**config.mk**
```make
export PLATFORM = sky130hd
export DESIGN_NAME = srv_mem_arb
export DESIGN_NICKNAME = d
export VERILOG_FILES = /design/src/rtl/srv_mem_arb.sv
export SDC_FILE = /design/constraint.sdc
export NUM_CORES = 1
export LEC_CHECK = 0
export CAP_MARGIN = 0
export CORE_AREA = 10 10 133 135
export DETAILED_ROUTE_END_ITERATION = 10
export DIE_AREA = 0 0 143 145
export DONT_BUFFER_PORTS = 1
export SLEW_MARGIN = 20
export SYNTH_ARGS = -nofsm -noshare
export SYNTH_HDL_FRONTEND = slang
export SYNTH_SLANG_ARGS = --single-unit
export TNS_END_PERCENT = 50
```
**constraint.sdc**
```tcl
create_clock -name clk -period 4.7 [get_ports clk]
set_clock_uncertainty 0.05 [all_clocks]
set_input_delay 0.94 -clock clk [delete_from_list [all_inputs] [get_ports clk]]
set_output_delay 0.94 -clock clk [all_outputs]
set_load 0.005 [all_outputs]
```
**src/rtl/srv_mem_arb.sv**
```systemverilog
// Two-requester round-robin arbiter feeding a single-outstanding memory port with a watchdog.
// Latency: request seen in IDLE -> ext_req_o next cycle; ext_rsp_i -> requester rsp pulse next cycle.
// Backpressure: losers hold their req level; a held req is re-arbitrated after one IDLE cycle.
module srv_mem_arb #(
   parameter int TIMEOUT = 64,
   parameter int AW      = 32
) (
   input  logic          clk,
   input  logic          rst_n,
   input  logic          m0_req_i,
   input  logic [AW-1:0] m0_addr_i,
   output logic          m0_rsp_o,
   input  logic          m1_req_i,
   input  logic [AW-1:0] m1_addr_i,
   output logic          m1_rsp_o,
   output logic [127:0]  rsp_data_o,
   output logic          rsp_err_o,
   output logic          ext_req_o,
   output logic [AW-1:0] ext_addr_o,
   input  logic          ext_rsp_i,
   input  logic [127:0]  ext_data_i
);

   // Counter wide enough to reach TIMEOUT; a 1-bit stub when the watchdog is disabled.
   localparam int CW = (TIMEOUT > 0) ? $clog2(TIMEOUT + 1) : 1;
   localparam logic [CW-1:0] CNT_LAST = CW'((TIMEOUT > 0) ? TIMEOUT - 1 : 0);
   localparam logic [CW-1:0] CNT_MAX  = '1;

   typedef enum logic {IDLE, BUSY} state_t;

   state_t          state_q, state_d;
   logic            win_q, win_d;       // 0 = m0, 1 = m1
   logic            last_q, last_d;     // requester granted most recently
   logic [AW-1:0]   addr_q, addr_d;
   logic            ext_req_q, ext_req_d;
   logic [CW-1:0]   cnt_q, cnt_d;
   logic            m0_rsp_q, m0_rsp_d;
   logic            m1_rsp_q, m1_rsp_d;
   logic [127:0]    data_q, data_d;
   logic            err_q, err_d;

   logic            gnt;
   logic            wd_fire;

   // On a tie the requester not served last wins; otherwise whoever asks.
   assign gnt     = (m0_req_i && m1_req_i) ? ~last_q : m1_req_i;
   assign wd_fire = (TIMEOUT > 0) && (cnt_q == CNT_LAST);

   // Next-state and output computation; response beats the watchdog on the same edge.
   always_comb begin
      state_d   = state_q;
      win_d     = win_q;
      last_d    = last_q;
      addr_d    = addr_q;
      ext_req_d = ext_req_q;
      cnt_d     = cnt_q;
      m0_rsp_d  = 1'b0;
      m1_rsp_d  = 1'b0;
      data_d    = data_q;
      err_d     = err_q;
      case (state_q)
         IDLE: begin
            if (m0_req_i || m1_req_i) begin
               win_d     = gnt;
               last_d    = gnt;
               addr_d    = gnt ? m1_addr_i : m0_addr_i;
               cnt_d     = '0;
               ext_req_d = 1'b1;
               state_d   = BUSY;
            end
         end
         BUSY: begin
            if (ext_rsp_i) begin
               data_d    = ext_data_i;
               err_d     = 1'b0;
               m0_rsp_d  = ~win_q;
               m1_rsp_d  = win_q;
               ext_req_d = 1'b0;
               state_d   = IDLE;
            end else if (wd_fire) begin
               data_d    = '0;
               err_d     = 1'b1;
               m0_rsp_d  = ~win_q;
               m1_rsp_d  = win_q;
               ext_req_d = 1'b0;
               state_d   = IDLE;
            end else if (cnt_q != CNT_MAX) begin
               cnt_d = cnt_q + CW'(1);
            end
         end
         default: begin
            state_d   = IDLE;
            ext_req_d = 1'b0;
         end
      endcase
   end

   // State register; reset drops any in-flight transfer and favours m0 on the first tie.
   always_ff @(posedge clk or negedge rst_n) begin
      if (!rst_n) begin
         state_q   <= IDLE;
         win_q     <= 1'b0;
         last_q    <= 1'b1;
         addr_q    <= '0;
         ext_req_q <= 1'b0;
         cnt_q     <= '0;
         m0_rsp_q  <= 1'b0;
         m1_rsp_q  <= 1'b0;
         data_q    <= '0;
         err_q     <= 1'b0;
      end else begin
         state_q   <= state_d;
         win_q     <= win_d;
         last_q    <= last_d;
         addr_q    <= addr_d;
         ext_req_q <= ext_req_d;
         cnt_q     <= cnt_d;
         m0_rsp_q  <= m0_rsp_d;
         m1_rsp_q  <= m1_rsp_d;
         data_q    <= data_d;
         err_q     <= err_d;
      end
   end

   assign ext_req_o  = ext_req_q;
   assign ext_addr_o = addr_q;
   assign m0_rsp_o   = m0_rsp_q;
   assign m1_rsp_o   = m1_rsp_q;
   assign rsp_data_o = data_q;
   assign rsp_err_o  = err_q;

endmodule

```
# After elaboration in Yosys (flattened, before gate mapping)
# Cells that the tools add are included.
op_classes:
  addsub: 1
  n_mul: 0
  div_mod_pow: 0
  magnitude_cmp: 0
  eq_ne: 7
  shifts: 0
  n_mux: 25
  bitwise_logic: 3
  n_reduce_logical: 7
op_table:
  columns: ["cell", "n"]
  rows:
  - ["$mux 128", 2]
  - ["$mux 32", 1]
  - ["$mux 7", 4]
  - ["$mux 1", 15]
  - ["$pmux 7 s2", 1]
  - ["$add 7x1->7 const B", 1]
  - ["$eq 7x6->1 const B", 1]
  - ["$ne 7x7->1 const B", 1]
  - ["$ne 2x2->1 const B", 3]
  - ["$reduce_and 2->1", 3]
  - ["$pmux 1 s2", 2]
  - ["$reduce_and 4->1", 1]
  - ["$ne 3x2->1 const B", 1]
  - ["$not 1->1", 3]
  - ["$ne 2x1->1 const B", 1]
  - ["$reduce_bool 2->1", 1]
  - ["$logic_and 1x1->1", 1]
  - ["$logic_or 1x1->1", 1]
totals:
  reg_bits: 174
  latchBits: 0
  mem_bits_rw: 0
  mem_bits_ro: 0
  input_bits: 197
  out_inout_bits: 164
  wordCells: 53
  mem_count: 0

# Depth between registers and ports, before layout
depth:
  word_depth: 5
  mapped_depth: 8
  depth_no_buf: 5

# Worst setup path before layout
# OpenSTA, ideal clock, no wires.
synth_timing:
  path_kind: "in2reg"
  startpoint: "input port m1_req_i"
  endpoint: "register cnt_q[5]"
  setup_time_ns: 0.077
  arrival_time_ns: 1.782
  t_required_ns: 4.573
  path_slack_ns: 2.791
  path_stages: 4
  path_buffers: 0
  path_cell_list: "or3_4 > o211ai_4 > or4_1 > a21oi_1"
synth_via:
  elab_chain_len: 3
synth_rtl:
  columns: ["item", "line_no", "text"]
  rows:
  - ["start, declared", "13", "input logic m1_req_i,"]
  - ["$logic_or 1x1->1", "63", "if (m0_req_i || m1_req_i) begin"]
  - ["$ne 2x2->1 (no source line)", null, null]
  - ["$reduce_and 4->1 (no source line)", null, null]
  - ["end signal, assigned", "117", "cnt_q <= cnt_d;"]
  - ["end, declared", "36", "logic [CW-1:0] cnt_q, cnt_d;"]
# No other way between the ends.
# A chain may end at the register's enable or synchronous reset.

# Final worst setup path
layout_timing:
  startpoint: "register state_q"
  endpoint: "register data_q[6], in the netlist rsp_data_o[6]"
layout_via:
  elab_chain_len: 1
layout_rtl:
  columns: ["item", "line_no", "text"]
  rows:
  - ["start, declared", "31", "state_t state_q, state_d;"]
  - ["start signal, assigned", "112", "state_q <= state_d;"]
  - ["$reduce_and 2->1 (no source line)", null, null]
  - ["end signal, assigned", "120", "data_q <= data_d;"]
  - ["end, declared", "39", "logic [127:0] data_q, data_d;"]
# No other way between the ends.

==> flow_summary.ini <==
[timing]
fmax_ghz = 0.441
worst_slew_pin_slew_ns = 0.753
drv_slew = 0
rsz0062_at_grt = false
maxSlewHeadroom_pct = 49.8
fin_ws_ns = 2.43
fin_tns_setup_ns = 0
hold_viol = 0
post-route-period-util_pct = 48.2
setup_viol = 0
min_period_ns = 2.27

[logic_synthesis]
synthFlopType = dfrtp_1
synth_compound_area_share_pct = 13.1
async_flop_share_pct = 100
synth_top_family_by_area = simple AND/OR/NAND/NOR gates
synthAdderAreaFrac_pct = 0.176
synthMuxAreaShare_pct = 4.49
synth_seq_cells = 174
syn_nets = 955
netlist_area_sq_mm = 0.00713
synth_edf_count = 0
syn_avg_cell_area_sq_um = 9.42
synthSimpleGateAreaFrac_pct = 17.4
ys_seq_area_share_pct = 61.1
synth_warnings = 0
synth_cells = 757
synth_xor_area_share_pct = 0
synth_cell_types = 34

[drt]
drt-initial-drc-count = 299
ant_nets = 0
wl_per_cell_microns = 22.3
drt_first_pass_iters = 4
viasPerCell = 5.56
vias = 5170
drc = 0
wl_microns = 20800

[critical_path]
crit_arrival_ns = 2.54
cp-start-kind = flip-flop
path_class = reg -> reg
cp-end-kind = flip-flop
required_ns = 4.97
cp_max_fo = 69

[layout]
diodes = 0
nets = 927
finish.utilization_pct = 51.9
synthToLayoutAreaGrowth_pct = 9.39
stdcell_area_sq_mm = 0.00780
instances_no_fill = 930
nFillCells = 1387
layout-drive-gt1-share_pct = 6.06

[floorplan]
io_pins = 361
die_x_microns = 143
dieArea_sq_mm = 0.0207
rows = 45
start_util_pct = 47.4
core_sq_mm = 0.0150
die_h_microns = 145

[clocking]
post_cts_buffers = 0
cts-resized-gates = 0
cts_tree = built
cts_htree_levels = 4
clk_pin_slew_worst_paths_ns = 0.07
cts_buffer_depth = 2
root_buffer = clkbuf_16
clock_sinks = 174
numCtsBuffers = 17
worstSkewPairLatency_ns = 0.42
cts-hold-fix-buffers = 0

[power]
ir_drop_mv = 0.239
leakage_nw = 3.52
power.share.sequential_pct = 53.7
power_switching_share_pct = 28.2
clock_power_share_pct = 36.0
switching_power_w = 0.00107
p_per_area_mw_per_mm2 = 485
internal_power_w = 0.00272
pwr-share-comb_pct = 10.2

[grt]
grt_max_degree = 175
grt_overflow = 0
top_usage_layer = met2
grtUsageMet2_pct = 32.1
grt_pass1_vias = 5287
grt.met1_usage_pct = 20.5
grt_first_pass_wirelength_microns = 31200
grt_usage_pct = 19.2
antenna_found_initial = 0
met3_usage_pct = 9.13

[worst_hold_path]
min_path_type = in -> async

[place]
portBuffers = 0
gp_congestion = 0.829
place_area_sq_mm = 0.00719
post-place-ws_ns = 2.06
dp_hpwl_microns = 15200
dp_cells = 896

[run]
maxCapViolCount = 0

[status]
status = finished, final reports clean
stage by stage:
| step | hold WS, ns | total power [W] |
|---|---|---|
| 3_5_place_dp | 0.409 | 0.00246 |
| 4_1_cts | 0.144 | 0.00383 |
| 2_1_floorplan | 0.365 | 0.00228 |
| 5_1_grt | 0.150 | 0.00399 |
| 6_report | 0.171 | 0.00378 |
| 3_3_place_gp | 0.397 | 0.00243 |
Yosys cell counts (2+ instances only):
cell      count  area [sq um]
nand3_2       2          20.0
inv_1         2          7.51
and2_1        2          12.5
dfrtp_1     173          4330
clkbuf_2      9          45.0
nor2_1        6          22.5
a31oi_1       3          18.8
buf_2         6          30.0
nand2_1     295          1110
buf_6         3          33.8
buf_4         4          30.0
a21oi_1       4          20.0
nand3_1       2          10.0
o21ai_0     163           816
or3_1         2          12.5
clkbuf_1     26          97.6
buf_1         6          22.5
mux2i_1      32           320
a21boi_0      2          15.0
power by group through the flow:
stage / sequential, W / clock (W) / combinational, W
detailed placement: 0.00207 / 0 / 0.000392
finish: 0.00203 / 0.00136 / 0.000388
global placement: 0.00207 / 0 / 0.000359
global route: 0.00207 / 0.00146 / 0.000460
floorplan: 0.00195 / 0 / 0.000326
CTS: 0.00205 / 0.00140 / 0.000390
kinds of logic after synthesis:
group | Yosys count
flip-flops | 174
multiplexers | 32
adder cells (fa/ha/maj) | 1
buffers and inverters | 56
AND/OR/NAND/NOR | 315
AO/OA/AOI/OAI | 179
sequential cells by signal, indices dropped and copies added (netlist names):
register,count
m0_rsp_o,1
m1_rsp_o,1
rsp_err_o,1
win_q,1
last_q,1
ext_req_o,1
state_q,1
ext_addr_o,32
rsp_data_o,128
cnt_q,7
layout make-up:
type | instances | area [sq um] | share of cell area [%]
timing repair buffer | 7 | 92.6 | 1.19
tap | 188 | 235 | 3.02
multi-input combinational | 527 | 2540 | 32.5
inverter | 2 | 7.51 | 0.0963
clock inverter | 10 | 115 | 1.48
clock buffer | 22 | 454 | 5.82
sequential | 174 | 4360 | 55.9
layout by cell type, fill, tap and decap left out, types with 3 or more instances in the layout:
cell type,synthesis,routed
a21oi_1,4,4
nor2_1,6,6
a31oi_1,3,3
clkinv_2,0,3
clkbuf_16,0,17
clkbuf_1,26,4
clkinvlp_4,0,3
o21ai_0,163,163
mux2i_1,32,32
buf_4,4,4
nand2_1,295,295
dfrtp_1,173,173
layer usage:
layer  routed length (microns)  vias up  part of all wire [%]
met5                         0        -                     0
met4                       398        0                   1.9
met3                      2640       27                    13
met2                     10500      269                    51
met1                      7200     2452                    35
li1                          -     2422                     -
worst paths after layout:
path | startpoint | end | slack [ns] | cells after the start
worst max-delay path | state_q | rsp_data_o[6] | 2.43 | 4
worst min-delay path | rst_n | rsp_data_o[104] | 0.17 | 0
worst max register to register | state_q | rsp_data_o[6] | 2.43 | 4
worst min register to register | win_q | m0_rsp_o | 0.41 | 1
max in group asynchronous | rst_n | last_q | 4.01 | 0
min in group clk | win_q | m0_rsp_o | 0.41 | 1
worst max-delay path: stages, from the launching register on:
cell and delay (ns):
dfrtp_1 0.50, nand2_4 0.60, buf_4 0.65, nand2_1 0.12
o21ai_0 0.20
(Power assumes the default switching activity.)
